**config.mk**
```make
export PLATFORM = sky130hd
export DESIGN_NAME = move_sequencer
export DESIGN_NICKNAME = d
export VERILOG_FILES = /design/src/rtl/move_sequencer.sv
export SDC_FILE = /design/constraint.sdc
export NUM_CORES = 1
export LEC_CHECK = 0
export ABC_AREA = 1
export BUFFER_PORTS_ARGS = -buffer_cell sky130_fd_sc_hd__buf_2
export CORE_ASPECT_RATIO = 1.1
export CORE_MARGIN = 1.5
export CORE_UTILIZATION = 40
export DETAILED_ROUTE_END_ITERATION = 16
export PLACE_DENSITY = 0.62
export SYNTH_ARGS = -nofsm -noshare
export SYNTH_HDL_FRONTEND = slang
export SYNTH_SLANG_ARGS = --single-unit
```
**constraint.sdc**
```tcl
create_clock -name clock -period 5.1 [get_ports clock]
set_clock_uncertainty 0.15 [all_clocks]
set_input_delay 0.765 -clock clock [delete_from_list [all_inputs] [get_ports clock]]
set_output_delay 0.765 -clock clock [all_outputs]
set_load 0.03 [all_outputs]
```
**src/rtl/move_sequencer.sv**
```systemverilog
// move_sequencer: unpacks 15-code move batches into a FIFO and issues them
// one at a time to a motor driver, with a settle gap after every move.
//
// Ports:
//   clock, reset_n          : clock, async active-low reset
//   enable                  : permits batch requests upstream
//   moves[59:0], new_moves  : packed batch (nibble 14 first) + strobe
//   send_setup_moves        : one-cycle batch request
//   move_out, move_valid    : current move, held until move_done
//   move_done               : completion pulse from motor driver
//   busy, moves_executed    : activity flag, wrapping completed-move count
//   error                   : sticky, a batch was dropped
module move_sequencer #(
  parameter int FIFO_DEPTH    = 16,
  parameter int SETTLE_CYCLES = 1000
) (
  input  logic        clock,
  input  logic        reset_n,
  input  logic        enable,
  input  logic [59:0] moves,
  input  logic        new_moves,
  output logic        send_setup_moves,
  output logic [3:0]  move_out,
  output logic        move_valid,
  input  logic        move_done,
  output logic        busy,
  output logic [7:0]  moves_executed,
  output logic        error
);

  localparam int AW = $clog2(FIFO_DEPTH);
  localparam int SW = (SETTLE_CYCLES > 1) ? $clog2(SETTLE_CYCLES) : 1;

  typedef enum logic [1:0] {
    S_IDLE,
    S_ISSUE,
    S_WAIT_DONE,
    S_SETTLE
  } state_t;

  // FIFO
  logic [3:0]  r_fifo [FIFO_DEPTH];
  logic [AW:0] r_wptr;
  logic [AW:0] r_rptr;
  logic        w_empty;
  logic        w_full;
  logic        w_push;
  logic        w_pop;
  logic [3:0]  w_head;

  // unpacker
  logic [59:0] r_shift;
  logic [3:0]  r_nib_cnt;
  logic        r_active;
  logic [3:0]  w_nib;
  logic        w_code_ok;
  logic        w_consume;
  logic        w_accept;

  // request / status
  logic        r_err;
  logic        r_req_out;
  logic        r_send;
  logic        r_started;
  logic        w_req;

  // executor
  state_t      r_state;
  state_t      w_state_nx;
  logic [3:0]  r_move_out;
  logic [3:0]  w_move_nx;
  logic        r_valid;
  logic        w_valid_nx;
  logic [7:0]  r_count;
  logic [7:0]  w_count_nx;
  logic [SW-1:0] r_settle;
  logic [SW-1:0] w_settle_nx;

  assign w_empty = (r_wptr == r_rptr);
  assign w_full  = (r_wptr[AW] != r_rptr[AW]) &&
                   (r_wptr[AW-1:0] == r_rptr[AW-1:0]);
  assign w_head  = r_fifo[r_rptr[AW-1:0]];

  assign w_nib     = r_shift[59:56];
  assign w_code_ok = (w_nib >= 4'd2) && (w_nib <= 4'd13);
  // a full FIFO freezes the unpacker; the nibble stays at the head
  assign w_consume = r_active && !w_full;
  assign w_push    = w_consume && w_code_ok;
  assign w_accept  = new_moves && !r_active;

  // r_started delays the first request to the second edge after reset
  assign w_req = enable && w_empty && !r_active &&
                 (r_state == S_IDLE) && !r_req_out &&
                 r_started && !w_accept;

  always_ff @(posedge clock) begin
    if (w_push)
      r_fifo[r_wptr[AW-1:0]] <= w_nib;
  end

  always_ff @(posedge clock or negedge reset_n) begin
    if (!reset_n) begin
      r_wptr    <= '0;
      r_rptr    <= '0;
      r_shift   <= '0;
      r_nib_cnt <= '0;
      r_active  <= 1'b0;
      r_err     <= 1'b0;
      r_req_out <= 1'b0;
      r_send    <= 1'b0;
      r_started <= 1'b0;
    end else begin
      if (w_push)
        r_wptr <= r_wptr + 1'b1;
      if (w_pop)
        r_rptr <= r_rptr + 1'b1;

      if (w_accept) begin
        r_shift   <= moves;
        r_nib_cnt <= 4'd14;
        r_active  <= 1'b1;
      end else if (w_consume) begin
        r_shift <= {r_shift[55:0], 4'h0};
        if (r_nib_cnt == 4'd0)
          r_active <= 1'b0;
        else
          r_nib_cnt <= r_nib_cnt - 4'd1;
      end

      if (new_moves && r_active)
        r_err <= 1'b1;

      if (w_accept)
        r_req_out <= 1'b0;
      else if (w_req)
        r_req_out <= 1'b1;

      r_send    <= w_req;
      r_started <= 1'b1;
    end
  end

  always_ff @(posedge clock or negedge reset_n) begin
    if (!reset_n) begin
      r_state    <= S_IDLE;
      r_move_out <= '0;
      r_valid    <= 1'b0;
      r_count    <= '0;
      r_settle   <= '0;
    end else begin
      r_state    <= w_state_nx;
      r_move_out <= w_move_nx;
      r_valid    <= w_valid_nx;
      r_count    <= w_count_nx;
      r_settle   <= w_settle_nx;
    end
  end

  always_comb begin
    w_state_nx  = r_state;
    w_move_nx   = r_move_out;
    w_valid_nx  = r_valid;
    w_count_nx  = r_count;
    w_settle_nx = r_settle;
    w_pop       = 1'b0;
    unique case (r_state)
      S_IDLE: begin
        if (!w_empty)
          w_state_nx = S_ISSUE;
      end
      S_ISSUE: begin
        w_pop      = 1'b1;
        w_move_nx  = w_head;
        w_valid_nx = 1'b1;
        w_state_nx = S_WAIT_DONE;
      end
      S_WAIT_DONE: begin
        if (move_done) begin
          w_valid_nx  = 1'b0;
          w_count_nx  = r_count + 8'd1;
          w_settle_nx = SW'(SETTLE_CYCLES - 1);
          w_state_nx  = S_SETTLE;
        end
      end
      S_SETTLE: begin
        if (r_settle == '0)
          w_state_nx = S_IDLE;
        else
          w_settle_nx = r_settle - SW'(1);
      end
      default: w_state_nx = S_IDLE;
    endcase
  end

  assign send_setup_moves = r_send;
  assign move_out         = r_move_out;
  assign move_valid       = r_valid;
  assign moves_executed   = r_count;
  assign error            = r_err;
  assign busy = !w_empty || r_active || (r_state != S_IDLE);

endmodule

```
Yosys cells after proc, flatten, opt, wreduce, memory -nomap -nowiden
Memory sizes are Yosys's and may differ from the RTL's. A register that Yosys moved wholly into a read port is not among the register bits.
Cells that the tools add are included.

storage, ports and cells
  memory bits (writable) = 64
  word-level logic and storage cells = 89
  input bits = 65
  memories kept = 1
  output and inout port bits = 16
  register bits after elaboration = 100

operators by class
  equality and inequality tests = 11
  multiplexer cells = 22
  add/sub/neg operators = 5
  order comparisons = 2
  reduce and logical (&&, ||, !) cells = 35

memories
  name    depth  bits a word  rd ports  clocked after Yosys merged registers in  wr ports  line  RTL
  r_fifo  16     4            1         1                                        1         42    logic [3:0] r_fifo [FIFO_DEPTH];

operators with widths
  cell                                                                    count
  60-bit 2-to-1 mux                                                       2
  10-bit 2-to-1 mux                                                       2
  10-bit case mux with 2 select lines                                     1
  1-bit logical AND                                                       12
  4-bit 2-to-1 mux                                                        3
  2-bit nonzero test                                                      6
  5-bit by 1-bit adder with 5-bit output (second input constant)          2
  10-bit zero test                                                        1
  2-bit inequality test (second input constant)                           5
  10-bit by 1-bit subtractor with 10-bit output (second input constant)   1
  1-bit 2-to-1 mux                                                        9
  8-bit by 1-bit adder with 8-bit output (second input constant)          1
  2-bit case mux with 4 select lines                                      1
  2-bit AND reduction                                                     4
  1-bit zero test                                                         6
  2-bit 2-to-1 mux                                                        3
  3-bit AND reduction                                                     2
  5-bit == test                                                           1
  2-bit == test (second input constant)                                   2
  4-bit == test                                                           1
  4-bit by 2-bit >= comparator with 1-bit output (second input constant)  1
  4-bit <= comparator (second input constant)                             1
  4-bit zero test                                                         1
  4-bit by 1-bit subtractor with 4-bit output (second input constant)     1
  5 further kinds                                                         6

Logic depth before layout (Yosys ltp)
Gate-level depths: netlist (run 1).

  word-level depth = 9
  mapped depth = 12
  depth with buffers taken out = 10

Worst setup path after synthesis (run 1)
OpenSTA, ideal clock, no wires.

  kind = register -> output
  from = register r_rptr[1]
  to = output port busy
  arrival = 1.218 ns
  path slack = 2.967 ns
  buffers on the path = 1
  stages on the path, launching flop included = 8
  cells stage by stage = dfrtp_1 buf_4 nand2_1 nand2_2 nor2_4 nand2_1 nor2_1 nand2_1

on the way
  longest elaborated chain between the ends = 4

ends and longest elaborated chain
  what                            line  RTL
  from (decl)                     44    logic [AW:0] r_rptr;
  from (signal assigned)          116   r_rptr <= r_rptr + 1'b1;
  5-bit == test                   79    assign w_empty = (r_wptr == r_rptr);
  1-bit zero test                 200   assign busy = !w_empty || r_active || (r_state != S_IDLE);
  1-bit logical OR (2 in series)  200
  to (decl)                       26    output logic busy,

Every way passes these cells.

Worst setup path in the final report (run 1)
Ends and elaborated chain as after synthesis.

==> qor.txt, run 1 <==
Synthesized area: 7910 sq um
Core Footprint: 19200 sq um
Fmax: 304 MHz
IO Port Bufs: 80
Peak supply drop: 276 uV
CTS tree: yes
Clk slew on worst S/H paths: 70 ps
Seq. cell area: 4520 sq um
CP Cell Sequence: inv_4 -> nand2_2 -> nand2_2 -> nor2_4 -> nand2_1 -> nor2_1 -> nand2_1 -> buf_2
Syn avg cell area: 8.86 sq um
Io pins: 81
Clock sinks: 168
Slowest CP cell: dfrtp_1
First-pass GRT wire length: 27.6 mm
Vias in the first global route: 5589
Worst min path class: in -> async
Switching Fraction: 39.4%
Met1 Usage GRT: 24.9%
Internal power: 0.00318 W
Post-route ant nets: 0
Die area: 20600 sq um
# Post-CTS Setup Buffers: 0
Yosys cell types: 33
Starting density of the core: 41.1%
Clock tree buffer depth: 2
Drt wl/cell: 13.6 um
Worst EP required: 4180 ps
Die X: 137 um
YS warnings: 0
Post-synth top area cell: dfrtp_1
CP arrival: 2370 ps
Leak: 4.01 nW
Initial antenna violation count: 0
Fin. max-slew vios: 0
Logic pwr share: 34.3%
Post-route setup slack: 1810 ps
Clock Power Share: 25.3%
Mapped Cells: 893
Ant diodes: 0
Layout cell share with drive strength beyond 1: 14.4%
Pre-CTS setup slack: 2190 ps
Critical path fanouts, max: 20
Psw: 0.00207 W
Hold Vio Cnt, Final: 0
CP bufs+invs: 2
Vias per cell: 4.86
Area share of the largest cell type after synthesis: 32.9%
Most common cell after layout, fill and taps aside: nand2_1
CTS buffer count: 17
Iteration count of the initial detailed-routing pass: 5
Setup TNS: 0 ps
Fillers: 1937
Routed WL: 16.5 mm
Max-cap violations: 0
Cell Rows: 53
Critical path class: reg -> out
Status: completed
Drt drc: 0
Global Route Usage Sum: 17.2%
Slowest stage delay, CP: 830 ps
H-tree lvl count: 4
Register area share after synthesis: 57.2%
CP delay by family, top: flip-flops
Largest net degree at the start of global routing: 115
Post-CTS Hold Buffers: 0
GRT met2 Usage: 25.9%
Starting DRT DRC Count: 450
Tmin final: 3290 ps
FF-to-FF setup slack: 2160 ps
Post-Syn Nets: 972
Nets: 1035
Multi-input gate area: 2820 sq um
Final Wtd Congestion: 0.807
Synth-to-Final Area Change: 14.2%
Slew HR: 25.8%
# setup viols final: 0
Final period utilization: 64.5%
Root buffer cell: clkbuf_16
Post-CTS sizing: 0
Die Y: 150 um
Most frequent cells in the layout: 238 x nand2_1, 104 x dfrtp_1, 94 x nor2_1
Tot Pwr: 0.00524 W
Power Density: 580 nW/um^2
Total number of vias: 5910
Clk_lat worst skew: 420 ps
Gr ovfl total: 0
Met3 Use GR: 3.91%
Least-Margin Pin Slew: 1110 ps
#FFs+latches synth: 168
RSZ-0062 raised after global routing: no
CP Capture Type: primary output
CP startpoint kind: register
Post-DP HPWL: 11.2 mm
Global routing's busiest layer: met2
Ranking of synthesized cells by area: dfrtp_1 33%, edfxtp_1 24%, nand2_1 11%
Flop pwr share: 40.5%
Core Util, Final: 47.0%
per-layer routing:
layer	vias up	wire [um]
met5	-	0
met4	0	235
met3	22	713
met2	139	7510
met1	2740	8080
li1	3009	-
synthesized netlist by cell type:
| library cell | number |
|---|---|
| a21oi_1 | 9 |
| a22oi_1 | 2 |
| buf_1 | 4 |
| buf_2 | 8 |
| buf_4 | 5 |
| buf_6 | 7 |
| clkbuf_1 | 15 |
| conb_1 | 1 |
| dfrtp_1 | 104 |
| edfxtp_1 | 64 |
| ha_1 | 14 |
| inv_1 | 81 |
| inv_2 | 8 |
| inv_4 | 1 |
| nand2_1 | 238 |
| nand2_2 | 3 |
| nand2_4 | 2 |
| nand3_1 | 49 |
| nand3_4 | 1 |
| nand3b_1 | 1 |
| nand4_1 | 5 |
| nor2_1 | 95 |
| nor2_2 | 1 |
| nor2_4 | 2 |
| nor3_1 | 5 |
| nor3b_1 | 1 |
| o21a_1 | 1 |
| o21ai_0 | 87 |
| o21ai_1 | 55 |
| o21ai_2 | 4 |
| o21bai_1 | 1 |
| or2_2 | 2 |
| xor2_1 | 17 |
worst reg2reg max path, stage by stage, from the launching register on:
cell and delay, ps:
dfrtp_1 660, inv_4 320, nand2_2 70, nand2_2 90
nor2_4 50, nand3_4 90, nand2_4 100, nor2_2 420
nand2_1 280, nor2_1 390
through the flow:
| stage | cells | hold slack [ps] | area [sq um] |
|---|---|---|---|
| after floorplan | 893 | 292 | 7910 |
| after global placement | 1184 | 303 | 8420 |
| after detailed placement | 1184 | 310 | 8420 |
| after CTS | 1216 | 267 | 9030 |
| after global routing | 1216 | 297 | 9030 |
| final | 1216 | 230 | 9030 |
worst paths after layout:
| check | from | endpoint | cells past startpoint |
|---|---|---|---|
| setup reg to reg | r_rptr[1]$_DFFE_PN0P_ | r_fifo[10][0]$_DFFE_PP_ | 9 |
| hold / removal | reset_n | move_out[1]$_DFFE_PN0P_ | 1 |
| setup / recovery | r_rptr[1]$_DFFE_PN0P_ | busy | 8 |
| hold reg to reg | moves_executed[7]$_DFFE_PN0P_ | moves_executed[7]$_DFFE_PN0P_ | 1 |
| max in group asynchronous | reset_n | r_shift[53]$_DFFE_PN0P_ | 2 |
| min in group clock | moves_executed[7]$_DFFE_PN0P_ | moves_executed[7]$_DFFE_PN0P_ | 1 |
final cells by class:
| type | instances | area share [%] |
|---|---|---|
| flip-flops and latches | 168 | 50.1 |
| multi-input cells | 596 | 31.2 |
| clock buffers | 19 | 5.07 |
| repair buffers | 83 | 4.71 |
| inverters | 90 | 3.77 |
| well taps | 247 | 3.42 |
| clock inverters | 13 | 1.70 |
power groups by stage:
stage / Sequential, W / Combinational (W) / Clock [W]
floorplan: 0.00209 / 0.00144 / 0
global placement: 0.00214 / 0.00177 / 0
detailed placement: 0.00215 / 0.00180 / 0
CTS: 0.00213 / 0.00181 / 0.00135
global route: 0.00217 / 0.00209 / 0.00141
finish: 0.00212 / 0.00180 / 0.00132
sequential cells by signal, summed over array words and instances, names as in the netlist, 2 cells and up:
register and count:
move_out 4, moves_executed 8, r_fifo 64, r_nib_cnt 4, r_rptr 5, r_settle 10
r_shift 60, r_state 2, r_wptr 5
cell families (layout without fill, tap and decap cells):
group	Yosys count	count (layout)	share of synthesized area (%)
AND/OR/NAND/NOR	405	405	21.1
other	1	1	0.0474
flip-flops	168	168	57.2
AO/OA/AOI/OAI	159	159	10.4
buffers and inverters	129	205	7.18
adder cells (fa/ha/maj)	14	14	2.22
XOR/XNOR	17	17	1.88
No activity file was read; power rests on OpenSTA's default activity.
==> inputs of run 2 (changes only) <==
--- a/config.mk
+++ b/config.mk
@@ -11,7 +11,7 @@
 export CORE_MARGIN = 1.5
 export CORE_UTILIZATION = 40
 export DETAILED_ROUTE_END_ITERATION = 16
-export PLACE_DENSITY = 0.62
+export PLACE_DENSITY = 0.64
 export SYNTH_ARGS = -nofsm -noshare
 export SYNTH_HDL_FRONTEND = slang
 export SYNTH_SLANG_ARGS = --single-unit
==> constraint.sdc (replaced) <==
create_clock -name clock -period 3 [get_ports clock]
set_clock_uncertainty 0.15 [all_clocks]
set_input_delay 0.45 -clock clock [delete_from_list [all_inputs] [get_ports clock]]
set_output_delay 0.45 -clock clock [all_outputs]
set_load 0.03 [all_outputs]
==> qor.txt, run 2 (synthesis results as in run 1) <==
Hold Vio Cnt, Final: 0
CTS buffer count: 17
Max-cap violations: 0
Clock sinks: 168
Synth-to-Final Area Change: 15.7%
Max FFs per register: 64
Nets: 1046
CTS tree: yes
Fmax: 394 MHz
Final period utilization: 84.7%
Drt wl/cell: 13.7 um
Most common cell after layout, fill and taps aside: nand2_1
Slew HR: 52.3%
Initial antenna violation count: 1
# Post-CTS Setup Buffers: 0
RSZ-0062 raised after global routing: no
Met2 Wirelength: 7.90 mm
CP arrival: 1940 ps
Post-CTS sizing: 0
Starting density of the core: 41.1%
Reg2Reg Launch Point: r_rptr[2]$_DFFE_PN0P_
Setup TNS: 0 ps
Drt drc: 0
Fillers: 1898
CP startpoint kind: register
Clk_lat worst skew: 440 ps
Critical path fanouts, max: 9
Die Y: 150 um
Most frequent cells in the layout: 238 x nand2_1, 104 x dfrtp_1, 94 x nor2_1
Gr ovfl total: 0
Met3 Wirelength: 834 um
Clock tree buffer depth: 2
First-pass GRT wire length: 27.8 mm
# setup viols final: 0
Critical path class: reg -> out
Status: completed
Worst Setup EP: busy
Root buffer cell: clkbuf_16
Hold WS: 76.5 ps
Layout cell share with drive strength beyond 1: 15.0%
Worst EP required: 2400 ps
Post-Place Cells: 1194
CP Capture Type: primary output
Least-Margin Pin Slew: 715 ps
Tot Pwr: 0.00901 W
Tmin final: 2540 ps
Fin. max-slew vios: 0
Starting DRT DRC Count: 403
Post-route cell area: 9150 sq um
Total number of vias: 5962
FF-to-FF setup slack: 670 ps
Ant diodes: 0
Leak: 4.08 nW
Vias per cell: 4.86
Core Footprint: 19200 sq um
Reg2reg path depth: 9
Post-CTS Hold Buffers: 1
DR top layer: met4
Reg2reg end: r_fifo[12][1]$_DFFE_PP_
Post-DP HPWL: 11.5 mm
Placed Instance Area: 8530 sq um
Power Density: 985 nW/um^2
Die area: 20600 sq um
Metal-1 WL: 7.92 mm
Final std cells w/o fill: 1227
Io pins: 81
Critical Path Source: r_rptr[2]$_DFFE_PN0P_
Clk slew on worst S/H paths: 70 ps
Vias in the first global route: 5625
Cell Rows: 53
IO Port Bufs: 80
Peak supply drop: 500 uV
Die X: 137 um
Global Route Usage Sum: 17.4%
Largest net degree at the start of global routing: 115
Iteration count of the initial detailed-routing pass: 5
Worst min path class: in -> reg
H-tree lvl count: 4
Post-route ant nets: 0
Final Wtd Congestion: 0.797
Routed WL: 16.8 mm
run 2: cell count changes in the layout (fill, tap and decap cells not counted), moves of 2 or more:
cell | previous run | this run
clkbuf_8 | 0 | 3
inv_6 | 6 | 2
buf_12 | 0 | 3
buf_4 | 4 | 11
clkbuf_1 | 0 | 3
clkinvlp_4 | 2 | 0
run 2: final cells by class:
cell class	instances	area (sq um)	area share, %
clock inverter	7	76.3	0.834
tap	247	309	3.38
inverter	90	340	3.72
multi-input combinational	596	2820	30.9
timing repair buffer	94	548	5.99
sequential	168	4520	49.5
clock buffer	25	528	5.77
run 2: how the worst min path moves through the flow:
stage	from	end	depth (start not counted)
final	moves[3]	r_shift[3]$_DFFE_PN0P_	3
after global routing	moves[3]	r_shift[3]$_DFFE_PN0P_	3
after floorplan	reset_n	error$_DFFE_PN0P_	0
after detailed placement	error$_DFFE_PN0P_	error$_DFFE_PN0P_	1
after global placement	reset_n	move_out[2]$_DFFE_PN0P_	1
after CTS	moves[3]	r_shift[3]$_DFFE_PN0P_	3
run 2: where the power goes:
group	leakage, nW	internal (W)	switching, W
Combinational	1.87	0.00108	0.00223
Sequential	1.91	0.00311	0.000394
Clock	0.299	0.00132	0.000883
Total	4.08	0.00550	0.00350
run 2: worst max-delay path, stage by stage, from the launching register on:
cell	delay, ps
dfrtp_1	530
inv_2	120
nand2_1	70
nand2_1	80
nor2_4	160
nand2_1	60
nor2_1	180
nand2_1	110
buf_2	200
run 2: per-stage QoR:
| stage | util, % | worst slack, ps |
|---|---|---|
| CTS | 47.6 | 449 |
| global placement | 44.4 | 733 |
| global route | 47.6 | 288 |
| finish | 47.6 | 460 |
| floorplan | - | 962 |
| detailed placement | 44.4 | 670 |
run 2: layer usage:
| metal | global-route usage (%) | up-vias |
|---|---|---|
| li1 | - | 3027 |
| met5 | 0 | - |
| met2 | 26.3 | 122 |
| met3 | 4.85 | 18 |
| met1 | 24.3 | 2795 |
| met4 | 5.84 | 0 |
